**src/rtl/sram_1rw_512x32_arb_pkg.sv**
```systemverilog
`default_nettype none
// ============================================================================
// sram_1rw_512x32_arb_pkg : shared constants for the 1RW SRAM arbiter
// Rev 1.0
// ============================================================================
package sram_1rw_512x32_arb_pkg;

  localparam logic [0:0] c_ST_INIT     = 1'b0;
  localparam logic [0:0] c_ST_RUN      = 1'b1;

  localparam logic       c_RDWEN_READ  = 1'b1;
  localparam logic       c_RDWEN_WRITE = 1'b0;

  // rr_last starts at port 1 so port 0 wins the first conflict
  localparam logic       c_RR_LAST_RST = 1'b1;

  typedef logic [1:0] grant_t;

endpackage : sram_1rw_512x32_arb_pkg
`default_nettype wire

```
**src/rtl/sram_arb_rr2.sv**
```systemverilog
`default_nettype none
// ============================================================================
// sram_arb_rr2 : two-way round-robin grant with last-winner register
// Rev 1.0
// ============================================================================
module sram_arb_rr2
  import sram_1rw_512x32_arb_pkg::*;
(
  input  logic   clk,
  input  logic   rst,
  input  logic   i_en,
  input  grant_t i_req,
  output grant_t o_grant
);

  logic   r_rr_last;
  grant_t w_grant;

  always_comb begin
    w_grant = 2'b00;
    if (i_en) begin
      case (i_req)
        2'b01:   w_grant = 2'b01;
        2'b10:   w_grant = 2'b10;
        2'b11:   w_grant = r_rr_last ? 2'b01 : 2'b10;
        default: w_grant = 2'b00;
      endcase
    end
  end

  // Only an actual grant moves the pointer, so idle cycles keep fairness state
  always_ff @(posedge clk) begin
    if (rst) begin
      r_rr_last <= c_RR_LAST_RST;
    end else if (|w_grant) begin
      r_rr_last <= w_grant[1];
    end
  end

  assign o_grant = w_grant;

endmodule : sram_arb_rr2
`default_nettype wire

```
**src/rtl/sram_1rw_512x32_arb.sv**
```systemverilog
`default_nettype none
// ============================================================================
// sram_1rw_512x32_arb : shares one 1RW SRAM between two requesters, zero-fills after reset
// Rev 1.0
// ============================================================================
module sram_1rw_512x32_arb
  import sram_1rw_512x32_arb_pkg::*;
#(
  parameter int DEPTH   = 512,
  parameter int ADDR_W  = 9,
  parameter int DATA_W  = 32,
  parameter bit INIT_EN = 1'b1
) (
  input  logic              MEMCLK,
  input  logic              RESET,

  input  logic              REQ0_VAL,
  output logic              REQ0_RDY,
  input  logic              REQ0_RDWEN,
  input  logic [ADDR_W-1:0] REQ0_A,
  input  logic [DATA_W-1:0] REQ0_BW,
  input  logic [DATA_W-1:0] REQ0_DIN,
  output logic              RSP0_VAL,
  output logic [DATA_W-1:0] RSP0_DOUT,

  input  logic              REQ1_VAL,
  output logic              REQ1_RDY,
  input  logic              REQ1_RDWEN,
  input  logic [ADDR_W-1:0] REQ1_A,
  input  logic [DATA_W-1:0] REQ1_BW,
  input  logic [DATA_W-1:0] REQ1_DIN,
  output logic              RSP1_VAL,
  output logic [DATA_W-1:0] RSP1_DOUT,

  output logic              SRAM_CE,
  output logic              SRAM_RDWEN,
  output logic [ADDR_W-1:0] SRAM_A,
  output logic [DATA_W-1:0] SRAM_BW,
  output logic [DATA_W-1:0] SRAM_DIN,
  input  logic [DATA_W-1:0] SRAM_DOUT,

  output logic              INIT_DONE
);

  logic [0:0]        r_state;
  logic [0:0]        w_state_nxt;
  logic [ADDR_W-1:0] r_init_cnt;
  logic              r_init_done;
  logic [1:0]        r_rsp_val;
  grant_t            w_grant;
  logic              w_arb_en;
  logic              w_init_last;

  assign w_init_last = (r_init_cnt == ADDR_W'(DEPTH - 1));

  // Arbitration is masked in the reset cycle so nothing granted then reaches the SRAM
  assign w_arb_en = (r_state == c_ST_RUN) && !RESET;

  sram_arb_rr2 u_rr2 (
    .clk     (MEMCLK),
    .rst     (RESET),
    .i_en    (w_arb_en),
    .i_req   ({REQ1_VAL, REQ0_VAL}),
    .o_grant (w_grant)
  );

  always_ff @(posedge MEMCLK) begin
    if (RESET) begin
      r_state <= INIT_EN ? c_ST_INIT : c_ST_RUN;
    end else begin
      r_state <= w_state_nxt;
    end
  end

  always_comb begin
    w_state_nxt = r_state;
    case (r_state)
      c_ST_INIT: if (w_init_last) w_state_nxt = c_ST_RUN;
      c_ST_RUN:  w_state_nxt = c_ST_RUN;
      default:   w_state_nxt = r_state;
    endcase
  end

  always_comb begin
    SRAM_CE    = 1'b0;
    SRAM_RDWEN = c_RDWEN_READ;
    SRAM_A     = '0;
    SRAM_BW    = '0;
    SRAM_DIN   = '0;
    if (!RESET) begin
      case (r_state)
        c_ST_INIT: begin
          SRAM_CE    = 1'b1;
          SRAM_RDWEN = c_RDWEN_WRITE;
          SRAM_A     = r_init_cnt;
          SRAM_BW    = '1;
          SRAM_DIN   = '0;
        end
        c_ST_RUN: begin
          if (w_grant[0]) begin
            SRAM_CE    = 1'b1;
            SRAM_RDWEN = REQ0_RDWEN;
            SRAM_A     = REQ0_A;
            SRAM_BW    = REQ0_BW;
            SRAM_DIN   = REQ0_DIN;
          end else if (w_grant[1]) begin
            SRAM_CE    = 1'b1;
            SRAM_RDWEN = REQ1_RDWEN;
            SRAM_A     = REQ1_A;
            SRAM_BW    = REQ1_BW;
            SRAM_DIN   = REQ1_DIN;
          end
        end
        default: ;
      endcase
    end
  end

  always_ff @(posedge MEMCLK) begin
    if (RESET) begin
      r_init_cnt  <= '0;
      r_init_done <= ~INIT_EN;
    end else if (r_state == c_ST_INIT) begin
      r_init_cnt <= r_init_cnt + ADDR_W'(1);
      if (w_init_last) r_init_done <= 1'b1;
    end
  end

  // Read data comes straight from the SRAM one cycle later; only the valid is pipelined
  always_ff @(posedge MEMCLK) begin
    if (RESET) begin
      r_rsp_val <= 2'b00;
    end else begin
      r_rsp_val[0] <= w_grant[0] && (REQ0_RDWEN == c_RDWEN_READ);
      r_rsp_val[1] <= w_grant[1] && (REQ1_RDWEN == c_RDWEN_READ);
    end
  end

  assign REQ0_RDY  = w_grant[0];
  assign REQ1_RDY  = w_grant[1];
  assign RSP0_VAL  = r_rsp_val[0];
  assign RSP1_VAL  = r_rsp_val[1];
  assign RSP0_DOUT = SRAM_DOUT;
  assign RSP1_DOUT = SRAM_DOUT;
  assign INIT_DONE = r_init_done;

endmodule : sram_1rw_512x32_arb
`default_nettype wire

```
**config.mk**
```make
export PLATFORM = sky130hd
export DESIGN_NAME = sram_1rw_512x32_arb
export DESIGN_NICKNAME = d
export VERILOG_FILES = /design/src/rtl/sram_1rw_512x32_arb_pkg.sv /design/src/rtl/sram_arb_rr2.sv /design/src/rtl/sram_1rw_512x32_arb.sv
export SDC_FILE = /design/constraint.sdc
export NUM_CORES = 1
export LEC_CHECK = 0
export BUFFER_PORTS_ARGS = -buffer_cell sky130_fd_sc_hd__buf_2
export CAP_MARGIN = 10
export CORE_AREA = 2 2 127 129
export CTS_CLUSTER_SIZE = 25
export DETAILED_ROUTE_END_ITERATION = 10
export DIE_AREA = 0 0 129 131
export SLEW_MARGIN = 20
export SYNTH_ARGS = -nofsm -noshare
export SYNTH_HDL_FRONTEND = slang
export SYNTH_SLANG_ARGS = --single-unit
```
**constraint.sdc**
```tcl
create_clock -name MEMCLK -period 1.8 [get_ports MEMCLK]
set_input_delay 0.27 -clock MEMCLK [delete_from_list [all_inputs] [get_ports MEMCLK]]
set_output_delay 0.27 -clock MEMCLK [all_outputs]
set_load 0.03 [all_outputs]
```
=== After elaboration in Yosys (flattened, before gate mapping) ===
Index checks and enable logic that the tools add are counted.

* Add/sub/neg operators: 1
* Multipliers: 0
* Divide/modulo/power cells: 0
* Magnitude comparators: 0
* Equality and inequality tests: 4
* Shift-type cells: 0
* Multiplexer cells: 25
* Bitwise operators: 1
* Reductions and logical operators: 6

{| class="wikitable"
|+ Operators by type and width
! cell !! count
|-
| 32-bit two-way mux || 6
|-
| 32-bit case mux with 2 select lines || 2
|-
| 9-bit two-way mux || 3
|-
| 9-bit case mux with 2 select lines || 1
|-
| 9-bit by 1-bit adder with 9-bit output, second input constant || 1
|-
| 9-bit == test, second input constant || 1
|-
| 1-bit two-way mux || 7
|-
| 1-bit case mux with 2 select lines || 3
|-
| 2-bit case mux with 3 select lines || 1
|-
| 2-bit == test, second input constant || 2
|-
| 2-bit two-way mux || 2
|-
| 1-bit logical AND || 3
|-
| 2-bit by 1-bit == test with 1-bit output, second input constant || 1
|-
| 2-bit AND reduction || 1
|-
| 2-bit OR reduction || 1
|-
| 1-bit logical NOT || 1
|-
| 1-bit inverter || 1
|}

* Flip-flop bits (word level): 14
* Latch bits: 0
* Bits in writable memories: 0
* Bits in read-only memories: 0
* Input port bits: 184
* Output and inout bits: 144
* Word-level logic and storage cells: 42
* Memories kept: 0

=== Longest topological paths before layout ===
Gate-level depths: netlist of run 1.

* Depth after elaboration: 7
* Mapped depth: 6
* Mapped depth without buffers: 6

=== Modules after synthesis ===
From an unflattened synthesis of run 1, not the netlist that was laid out.

* Cells, all modules: 320
* Area, all modules: 2185.8 µm²

{| class="wikitable"
|+ By module, submodules not included
! module !! instances !! cells an instance !! area an instance (µm²) !! sequential area each (µm²)
|-
| sram_1rw_512x32_arb || 1 || 312 || 2127.0 || 260.2
|-
| sram_arb_rr2 || 1 || 8 || 58.8 || 20.0
|}

=== Worst setup path before layout of run 1 ===
Ideal clock, no wire load.

* Path type: register -> output
* Start point: reg r_state
* End point: out SRAM_A[0]
* Arrival: 1.623 ns
* Required time: 1.530 ns
* Slack: -0.093 ns
* Stages on the path, launching flop included: 5
* Cells stage by stage: dfxtp_1 > clkbuf_2 > buf_2 > clkbuf_1 > a311oi_1

* Word-level cells in the longest chain between the ends: 6
* Elaborated cells between the ends (all ways): 7

{| class="wikitable"
|+ RTL lines
! element !! RTL line !! RTL
|-
| start: declaration || sram_1rw_512x32_arb.sv:45 || <nowiki>logic [0:0] r_state;</nowiki>
|-
| start signal: assignment || sram_1rw_512x32_arb.sv:69 || <nowiki>r_state <= INIT_EN ? c_ST_INIT : c_ST_RUN;</nowiki>
|-
| start signal: assignment || sram_1rw_512x32_arb.sv:71 || <nowiki>r_state <= w_state_nxt;</nowiki>
|-
| 1-bit logical AND || sram_1rw_512x32_arb.sv:57 || <nowiki>assign w_arb_en = (r_state == c_ST_RUN) && !RESET;</nowiki>
|-
| 2-bit two-way mux || sram_arb_rr2.sv:21 || <nowiki>if (i_en) begin</nowiki>
|-
| 9-bit two-way mux || sram_1rw_512x32_arb.sv:106 || <nowiki>end else if (w_grant[1]) begin</nowiki>
|-
| 9-bit two-way mux || sram_1rw_512x32_arb.sv:100 || <nowiki>if (w_grant[0]) begin</nowiki>
|-
| 9-bit case mux with 2 select lines * || sram_1rw_512x32_arb.sv:91 || <nowiki>case (r_state)</nowiki>
|-
| 9-bit two-way mux * || sram_1rw_512x32_arb.sv:90 || <nowiki>if (!RESET) begin</nowiki>
|-
| end: declaration || sram_1rw_512x32_arb.sv:37 || <nowiki>output logic [ADDR_W-1:0] SRAM_A,</nowiki>
|}

Mark *: on every way between the ends. The rest lies on a longest branch, timed or not.

=== Worst setup path after layout of run 1 ===
* Start point: reg u_rr2.r_rr_last
* End point: out SRAM_BW[2]

* Word-level cells in the longest chain between the ends: 7

{| class="wikitable"
|+ RTL lines
! element !! RTL line !! RTL
|-
| start: declaration || sram_arb_rr2.sv:16 || <nowiki>logic r_rr_last;</nowiki>
|-
| start signal: assignment || sram_arb_rr2.sv:34 || <nowiki>r_rr_last <= c_RR_LAST_RST;</nowiki>
|-
| start signal: assignment || sram_arb_rr2.sv:36 || <nowiki>r_rr_last <= w_grant[1];</nowiki>
|-
| 2-bit two-way mux * || sram_arb_rr2.sv:25 || <nowiki>2'b11: w_grant = r_rr_last ? 2'b01 : 2'b10;</nowiki>
|-
| 2-bit case mux with 3 select lines * || sram_arb_rr2.sv:22 || <nowiki>case (i_req)</nowiki>
|-
| 2-bit two-way mux * || sram_arb_rr2.sv:21 ||
|-
| 32-bit two-way mux || sram_1rw_512x32_arb.sv:106 ||
|-
| 32-bit two-way mux * || sram_1rw_512x32_arb.sv:100 ||
|-
| 32-bit case mux with 2 select lines * || sram_1rw_512x32_arb.sv:91 ||
|-
| 32-bit two-way mux * || sram_1rw_512x32_arb.sv:90 ||
|-
| end: declaration || sram_1rw_512x32_arb.sv:38 || <nowiki>output logic [DATA_W-1:0] SRAM_BW,</nowiki>
|}

Marked as above.

==> flow_metrics.tcl, run 1 <==
set metrics [dict create \
    cp.required_ps 1530 \
    fmax_mhz 519.7 \
    ys_ff_latch 14 \
    criticalPathCategory "register to primary output" \
    async_reset_ff_share_pct 0 \
    status "finished, violations left" \
    synth_area_leader_cell "buf_4" \
    grt_pass1_vias 2309 \
    synth_edf_count 0 \
    layout-drive-gt1-share_pct 76.67 \
    grt_start_max_net_pins 41 \
    cts_buffer_depth 2 \
    power_density_mw_per_mm2 332.0 \
    crit_chain "a21boi_4 > nor3b_4 > buf_6 > buf_12 > a221o_2 > buf_6" \
    ys_seq_area_share_pct 13.13 \
    slew_violations 0 \
    htree_levels 1 \
    cp_num_buf_inv 3 \
    setup_viol 71 \
    arrival_ps 1650 \
    netlist_top_cells_area "buf_4, a221o_2, dfxtp_1, a22o_1, a22o_2" \
    port_buffers 231 \
    n_antenna_cell 0 \
    rows 46 \
    cp_slowest_stage_delay_ps 400 \
    start_util_pct 13.69 \
    synth_warnings 0 \
    path_common_cell "buf_6" \
    cp-end-kind "primary output" \
    avgSynthCellArea_sq_um 8.572 \
    grt_first_pass_wirelength_mm 14.20 \
    fin_nets 607 \
    rsz0062_at_grt "true" \
    hp-class "input pin to register" \
    slowest_stage "a221o_2" \
    synthCells 249 \
    antenna_found_initial 1 \
    synth.distinct_cells 36 \
    die_h_um 131 \
    cts_buffers 3 \
    most-common-layout-cells "buf_2, buf_6, a221o_2, a22o_1, buf_4" \
    die_w_um 129 \
    synth.top_cell.area_share_pct 22.51 \
    final_common_cell "buf_2" \
    worst_slack_ps -124.0 \
    period_minus_slack_ps 1924 \
    maxCapViolCount 0 \
    finalCritPeriodShare_pct 106.9 \
    final_area_sq_mm 0.003916 \
    dr_total_vias 2634 \
    cts_tree "yes" \
    whs_ps 249.4 \
    fin_skew_ps 1.347 \
    cts.clk_slew.worst_paths_ps 50 \
    tightestPinTransition_ps 285.6 \
    cts.sinks 14 \
    cp_max_fo 24 \
    num-fill-cells 1695 \
    post-route-drc-count 0 \
    clockRootBuffer "clkbuf_16" \
    viasPerCell 4.142 \
    finalHoldViolations 0 \
    place_area_sq_mm 0.003105 \
    synth_fp_nets 435 \
    core_area_sq_mm 0.01560 \
    first_pass_iters 4 \
    grt_remaining_overflow 0 \
    slew_headroom_pct 80.96 \
    syn_area_sq_mm 0.002135 \
    io_pins 328 \
    p_leak_nw 1.880 \
    gp_congestion 0.7338 \
    rrSetupSlack_ps 400 \
    cp_top_family "compound AO/OA/AOI/OAI gates" \
    ant_nets 0 \
    syn_to_final_growth_pct 83.47 \
    dieArea_sq_mm 0.01690 \
    multi_input_area_sq_mm 0.001326 \
    startpoint_type "register" \
    ys.flop_type "dfxtp_1" \
    clk_latency_ps 240 \
    wire_per_inst_um 18.33 \
    cts_hold_buf 0 \
    fin_tns_setup_ps -5821 \
    dp_hpwl_mm 8.813 \
    violations "setup timing" \
    peakVddDrop_mv 0.4492 \
    grtUsageTotal_pct 11.32 \
    register_area_sq_um 287.8 \
    drt_iter0_drc 117 \
    drt_wl_total_mm 11.66 \
]
==> cell type report <==
| type | count | area share, % |
|---|---|---|
| timing repair buffer | 255 | 49.42 |
| multi-input combinational | 145 | 33.87 |
| sequential | 14 | 7.348 |
| tap | 216 | 6.901 |
| clock buffer | 4 | 2.268 |
| inverter | 2 | 0.1917 |
==> path summary, 6_finish.rpt <==
| check | endpoint | from | depth (start not counted) |
|---|---|---|---|
| min reg2reg | INIT_DONE | INIT_DONE | 2 |
| max reg2reg | r_init_cnt[7] | r_state | 4 |
| min | r_rsp_val[1] | REQ1_RDWEN | 2 |
| max | SRAM_BW[2] | u_rr2.r_rr_last | 6 |
==> synth_stat cells (all sizes together), types with 3 or more instances <==
cell type,instances
xor2,3
or3,4
buf,78
a311oi,5
clkbuf,10
dfxtp,14
nor2,17
nand3b,6
and2,4
nand3,7
a221o,36
a22o,32
a21oi,6
o21ai,4
==> layer usage <==
| metal | share of wire [%] | GRT usage [%] | up-vias |
|---|---|---|---|
| li1 | - | - | 1242 |
| met1 | 39 | 13.91 | 1229 |
| met2 | 51 | 20.26 | 148 |
| met3 | 8.8 | 2.769 | 15 |
| met4 | 0.98 | 2.110 | 0 |
| met5 | 0 | 0 | - |
==> repair_timing <==
| action | CTS | global route |
|---|---|---|
| cloned | 2 | 2 |
| buffers inserted | 3 | 1 |
| hold endpoints to repair | 0 | 0 |
| setup endpoints to repair | 72 | 74 |
| pin swaps | 21 | 25 |
| gates resized for setup | 145 | 28 |
==> worst register-to-register path: stages (launching register included) <==
cell	delay (ps)
dfxtp_4	360
buf_6	170
nand4b_1	290
or3_1	360
a21oi_1	150
==> report_power, final <==
part	switching, mW	internal [mW]
clock network	0.131	0.337
logic	0.246	0.265
registers	0.00769	0.314
total	0.384	0.916
==> stage by stage <==
stage / total power, mW / utilization, % / cells / worst slack, ps
2_1_floorplan: 0.7887 / - / 249 / -92.57
3_3_place_gp: 0.7680 / 19.91 / 624 / -17.82
3_5_place_dp: 0.7662 / 19.91 / 624 / -19.90
4_1_cts: 1.306 / 23.92 / 633 / -133.5
5_1_grt: 1.366 / 25.11 / 636 / -165.8
6_report: 1.300 / 25.11 / 636 / -124.0
==> flip-flops by register name (all words and copies together) (netlist names) <==
register	cells
r_state	1
u_rr2.r_rr_last	1
r_rsp_val	2
r_init_cnt	9
INIT_DONE	1
==> logic make-up after synthesis <==
kind of cell	share of synthesized area [%]
AOI/OAI and AO/OA	38.51
adders and majority gates	1.172
muxes	0.9379
DFF	13.13
buffers and inverters	30.19
and+or+nand+nor	14.42
xor gates and xnor gates	1.642
(Power assumes the default switching activity.)
==> inputs of run 2 (changes only) <==
- CORE_AREA: 2 2 127 129 -> 2 2 129 131
- DIE_AREA: 0 0 129 131 -> 0 0 131 133
- PLACE_DENSITY_LB_ADDON: default -> 0.08
- SYNTH_HIERARCHICAL: default -> 1
==> flow_metrics.tcl, run 2 <==
set metrics [dict create \
    status "finished, violations left" \
    violations "setup timing" \
    post-route-drc-count 0 \
    worst_slack_ps -330.7 \
    swShare_pct 31.29 \
    layout-drive-gt1-share_pct 85.19 \
    p_int_uw 881.4 \
    hp-class "input pin to register" \
    synth.top_cell.area_share_pct 25.07 \
    start_util_pct 13.52 \
    die_w_um 131 \
    top_regs "r_init_cnt: 9 flops, r_rsp_val: 2 flops" \
    slew_violations 0 \
    cp.required_ps 1530 \
    power_frac_comb_pct 38.1 \
    grt.met1_usage_pct 11.67 \
    synthTopCellsByCount "a22oi_1, buf_4, nor2_1" \
    multi_input_area_sq_mm 0.001968 \
    dr_total_vias 3032 \
    core_area_sq_mm 0.01617 \
    hold_path_end "r_rsp_val[1]" \
    slew_headroom_pct 32.27 \
    cts.sinks 14 \
    peakVddDrop_mv 0.3844 \
    tightestPinTransition_ps 1016 \
    rrSetupSlack_ps 340 \
    finalCritPeriodShare_pct 118.4 \
    min_from "REQ1_RDWEN" \
    dp_hpwl_mm 8.522 \
    syn_area_sq_mm 0.002186 \
    die_h_um 133 \
    port_buffers 231 \
    fin_tns_setup_ps -20830 \
    fin_nets 680 \
    busiest_layer "met2" \
    p_leak_nw 1.777 \
    criticalPathCategory "register to primary output" \
    final_common_cell "buf_2" \
    top_register "r_init_cnt" \
    stdcell_count 713 \
    synth_fp_nets 506 \
    startpoint_type "register" \
    grt_start_max_net_pins 59 \
    cts_buffer_depth 2 \
    clk_latency_ps 240 \
    n_antenna_cell 0 \
    fin_skew_ps 1.491 \
    hold_path_depth 2 \
    clockPowerShare_pct 36.7 \
    rows 47 \
    grt_use_met3_pct 2.628 \
    ys.flop_type "dfxtp_1" \
    htree_levels 1 \
    power_density_mw_per_mm2 279.1 \
    num-fill-cells 1737 \
    cts_tree "yes" \
    setup_viol 75 \
    period_minus_slack_ps 2131 \
    synth_warnings 6 \
    r2r_end "r_init_cnt[7]" \
    ys_seq_area_share_pct 12.82 \
    cts.clk_slew.worst_paths_ps 50 \
    antenna_found_initial 1 \
    register_area_sq_um 284.0 \
    r2r_start "r_state" \
    ys_ff_latch 14 \
    rsz0062_at_grt "true" \
    synth_area_leader_cell "a22oi_1" \
    cp-end-kind "primary output" \
    cts_buffers 3 \
    arrival_ps 1860 \
    most-common-layout-cells "buf_2, a22oi_2, buf_6, buf_4, nor2_2" \
    async_reset_ff_share_pct 0 \
    switching_power_uw 401.4 \
    seqPwrFrac_pct 25.3 \
    avgSynthCellArea_sq_um 6.831 \
    ant_nets 0 \
    final_area_sq_mm 0.004597 \
    maxCapViolCount 0 \
    grt_pass1_vias 2933 \
    synth.distinct_cells 30 \
    synth_most_common_cell "a22oi_1" \
    viasPerCell 4.252 \
    dieArea_sq_mm 0.01742 \
    place_inst 698 \
    synthCells 320 \
    first_pass_iters 4 \
    finalHoldViolations 0 \
    syn_to_final_growth_pct 110.3 \
    grt_remaining_overflow 0 \
    synth_edf_count 0 \
    largest_register_ffs 9 \
    grt_first_pass_wirelength_mm 15.38 \
    drt_wl_total_mm 11.47 \
    rr_worst_depth 4 \
    wire_per_inst_um 16.08 \
    clockRootBuffer "clkbuf_16" \
    met2_usage_pct 23.29 \
    netlist_top_cells_area "a22oi_1, buf_4, dfxtp_1, a21oi_1, nor2_1" \
    grtUsageTotal_pct 11.35 \
    drt_iter0_drc 77 \
    place_area_sq_mm 0.003607 \
    gp_congestion 0.7120 \
    io_pins 328 \
    fmax_mhz 469.3 \
    cp_max_fo 14 \
]
-- run 2: cell count changes in the layout (fill, tap and decap cells not counted), moves of 6 or more --
cell	before	now
a211oi_4	0	9
a21oi_2	0	32
a221o_2	36	0
a22o_1	17	0
a22o_4	11	0
a22oi_1	0	10
a22oi_2	0	63
buf_4	17	44
buf_6	73	48
nand3_1	7	1
nand3b_1	6	0
nor2_2	1	33
-- run 2: power by group through the flow --
stage	Clock (mW)	Sequential [mW]	Combinational, mW
final	0.470	0.324	0.489
after global routing	0.502	0.325	0.522
after CTS	0.487	0.324	0.482
after detailed placement	0	0.330	0.410
after global placement	0	0.330	0.412
after floorplan	0	0.331	0.437
-- run 2: layer usage --
layer  wire length [um]  share of wire (%)
met5                 12               0.10
met4                 53               0.46
met3               1098                9.6
met2               6329                 55
met1               3972                 35
-- run 2: area by class of cell --
| cell class | count | area share, % |
|---|---|---|
| timing repair buffer | 266 | 42.79 |
| tap | 220 | 5.988 |
| sequential | 14 | 6.179 |
| clock buffer | 4 | 1.932 |
| multi-input combinational | 206 | 42.81 |
| inverter | 3 | 0.2994 |
-- run 2: logic make-up after synthesis --
family                   share of synthesized area (%)
AO/OA/AOI/OAI                                    39.10
buffers and inverters                            29.19
AND/OR/NAND/NOR                                  15.23
flip-flops                                       12.82
XOR/XNOR                                         1.603
multiplexers                                    0.9159
adder cells (fa/ha/maj)                          1.145
-- run 2: critical path, cell delays in order (launching register included) --
cell      delay, ps
dfxtp_4         350
nand2b_4         60
inv_4            60
nand2_2          70
a21oi_4         220
buf_8           190
buf_12          150
a22oi_2         100
a211oi_4        230
buf_6           170
-- run 2: worst max path at each step --
stage                  endpoint    start  depth (start not counted)  slack, ps
CTS                 SRAM_DIN[0]  r_state                          8       -360
finish                SRAM_A[0]  r_state                          9       -330
detailed placement    SRAM_A[0]    RESET                         10       -340
global placement      SRAM_A[0]    RESET                         10       -300
floorplan           SRAM_BW[10]  r_state                         12       -470
global route          SRAM_A[7]  r_state                         10       -430
-- run 2: per-stage QoR --
stage	utilization [%]	hold WS [ps]	worst slack, ps	total power [mW]
2_1_floorplan	-	402.3	-467.1	0.7687
3_3_place_gp	22.31	462.8	-302.5	0.7423
3_5_place_dp	22.31	466.2	-340.1	0.7399
4_1_cts	26.67	305.4	-361.3	1.293
5_1_grt	28.43	301.6	-426.8	1.349
6_report	28.43	298.8	-330.7	1.283
-- run 2: repair_timing --
action / CTS / global route
gates resized for setup: 158 / 39
gates cloned: 2 / 2
hold buffers: 0 / 0
setup endpoints to repair: 76 / 76
pin swaps: 0 / 1
setup buffers: 1 / 6
==> inputs of run 3 (changes only) <==
- CORE_AREA: 2 2 129 131 -> 2 2 127 129
- DIE_AREA: 0 0 131 133 -> 0 0 129 131
- clock period: 1.8 -> 2.74 ns (I/O delays scaled with it)
==> flow_metrics.tcl, run 3 (synthesized netlist as in run 2, its figures left out) <==
set metrics [dict create \
    htree_levels 1 \
    cts.clk_slew.worst_paths_ps 50 \
    post_cts_buffers 0 \
    start_util_pct 14.01 \
    post-route-drc-count 0 \
    top_register "r_init_cnt" \
    cp_max_fo 44 \
    startpoint_type "input pin" \
    cts_buffer_depth 2 \
    die_h_um 131 \
    clk_latency_ps 240 \
    cts_buffers 3 \
    slew_headroom_pct 37.93 \
    p_int_uw 543.1 \
    maxCapViolCount 0 \
    dr_total_vias 2846 \
    place_area_sq_mm 0.003363 \
    cts_resized 0 \
    grt_pass1_vias 2519 \
    drt_wl_total_mm 9.885 \
    final_common_cell "buf_2" \
    criticalPathCategory "input pin to primary output" \
    p_leak_nw 1.481 \
    slew_violations 0 \
    layout-drive-gt1-share_pct 67.24 \
    fmax_mhz 403.1 \
    cts_hold_buf 0 \
    cp_top_family "buffers and inverters" \
    dieArea_sq_mm 0.01690 \
    finalCritPeriodShare_pct 90.55 \
    power_frac_comb_pct 32.3 \
    hold_path_end "r_rsp_val[0]" \
    hold_path_depth 2 \
    cp.required_ps 2330 \
    r2r_end "r_init_cnt[8]" \
    crit_chain "buf_4 > nand2b_2 > inv_1 > nand2_1 > a21oi_2 > nor2b_4 > buf_12 > a22oi_1 > a211oi_4 > buf_2" \
    rows 46 \
    dp_hpwl_mm 7.535 \
    tightestPinTransition_ps 931.1 \
    power_uw 778.9 \
    grt_start_max_net_pins 63 \
    power_density_mw_per_mm2 225.6 \
    syn_to_final_growth_pct 57.93 \
    antenna_found_initial 0 \
    grt_first_pass_wirelength_mm 13.41 \
    viasPerCell 4.167 \
    first_pass_iters 4 \
    period_minus_slack_ps 2481 \
    fin_skew_ps 3.176 \
    largest_register_ffs 9 \
    cts_tree "yes" \
    peakVddDrop_mv 0.2286 \
    io_pins 328 \
    rsz0062_at_grt "false" \
    grt_remaining_overflow 0 \
    clockPowerShare_pct 40.2 \
    die_w_um 129 \
    setup_viol 0 \
    ant_nets 0 \
    swShare_pct 30.27 \
    rrSetupSlack_ps 1210 \
    cp_num_buf_inv 4 \
    wire_per_inst_um 14.47 \
    fin_nets 654 \
    whs_ps 416.9 \
    cp-end-kind "primary output" \
    n_antenna_cell 0 \
    switching_power_uw 235.7 \
    port_buffers 231 \
    rr_worst_depth 6 \
    finalHoldViolations 0 \
    clockRootBuffer "clkbuf_16" \
    core_area_sq_mm 0.01560 \
    arrival_ps 2070 \
    most-common-layout-cells "buf_2, a22oi_1, a21oi_2, nor2_1, nor2_2" \
    top_regs "r_init_cnt: 9 flops, r_rsp_val: 2 flops" \
    cp_slowest_stage_delay_ps 250 \
    grtUsageTotal_pct 10.02 \
    status "finished, final reports clean" \
    final_area_sq_mm 0.003452 \
    r2r_start "r_init_cnt[0]" \
    cts.sinks 14 \
    final_util_pct 22.13 \
    drt_iter0_drc 80 \
    min_from "REQ0_RDWEN" \
    hp-class "input pin to register" \
    seqPwrFrac_pct 27.5 \
    gp_congestion 0.6799 \
    slowest_stage "a211oi_4" \
]
run 3: worst max-delay path by stage:
stage,end,from,cells past startpoint
3_3_place_gp,SRAM_A[8],RESET,9
3_5_place_dp,SRAM_A[8],RESET,9
2_1_floorplan,SRAM_DIN[0],RESET,11
6_report,SRAM_A[6],RESET,10
4_1_cts,SRAM_A[8],RESET,9
5_1_grt,SRAM_A[6],RESET,10
run 3: routing by layer:
layer	share of wire (%)	up-vias	routed length [um]	track usage, %
met5	0	-	0	0
met4	0.76	0	75	1.854
met3	8.8	7	872	2.565
met2	51	178	5058	18.99
met1	39	1269	3879	11.42
li1	-	1392	-	-
run 3: stage by stage:
| stage | worst slack, ps | instances | setup TNS, ps |
|---|---|---|---|
| after floorplan | -46.08 | 320 | -597.8 |
| after global placement | 268.7 | 679 | 0 |
| after detailed placement | 235.2 | 679 | 0 |
| after CTS | 232.8 | 683 | 0 |
| after global routing | 106.8 | 683 | 0 |
| final | 259.1 | 683 | 0 |
run 3: power by group through the flow:
stage / registers (mW) / logic [mW] / clock network [mW]
after floorplan: 0.218 / 0.281 / 0
after global placement: 0.219 / 0.257 / 0
final: 0.214 / 0.252 / 0.313
after CTS: 0.215 / 0.256 / 0.329
after detailed placement: 0.219 / 0.255 / 0
after global routing: 0.215 / 0.273 / 0.332
run 3: final cells by class:
class | count | area, sq um
Fill cell | 1740 | 12150
Multi-Input combinational cell | 206 | 1534
Timing Repair Buffer | 240 | 1264
Sequential cell | 14 | 284.0
Tap cell | 216 | 270.3
Clock buffer | 4 | 88.84
Inverter | 3 | 11.26
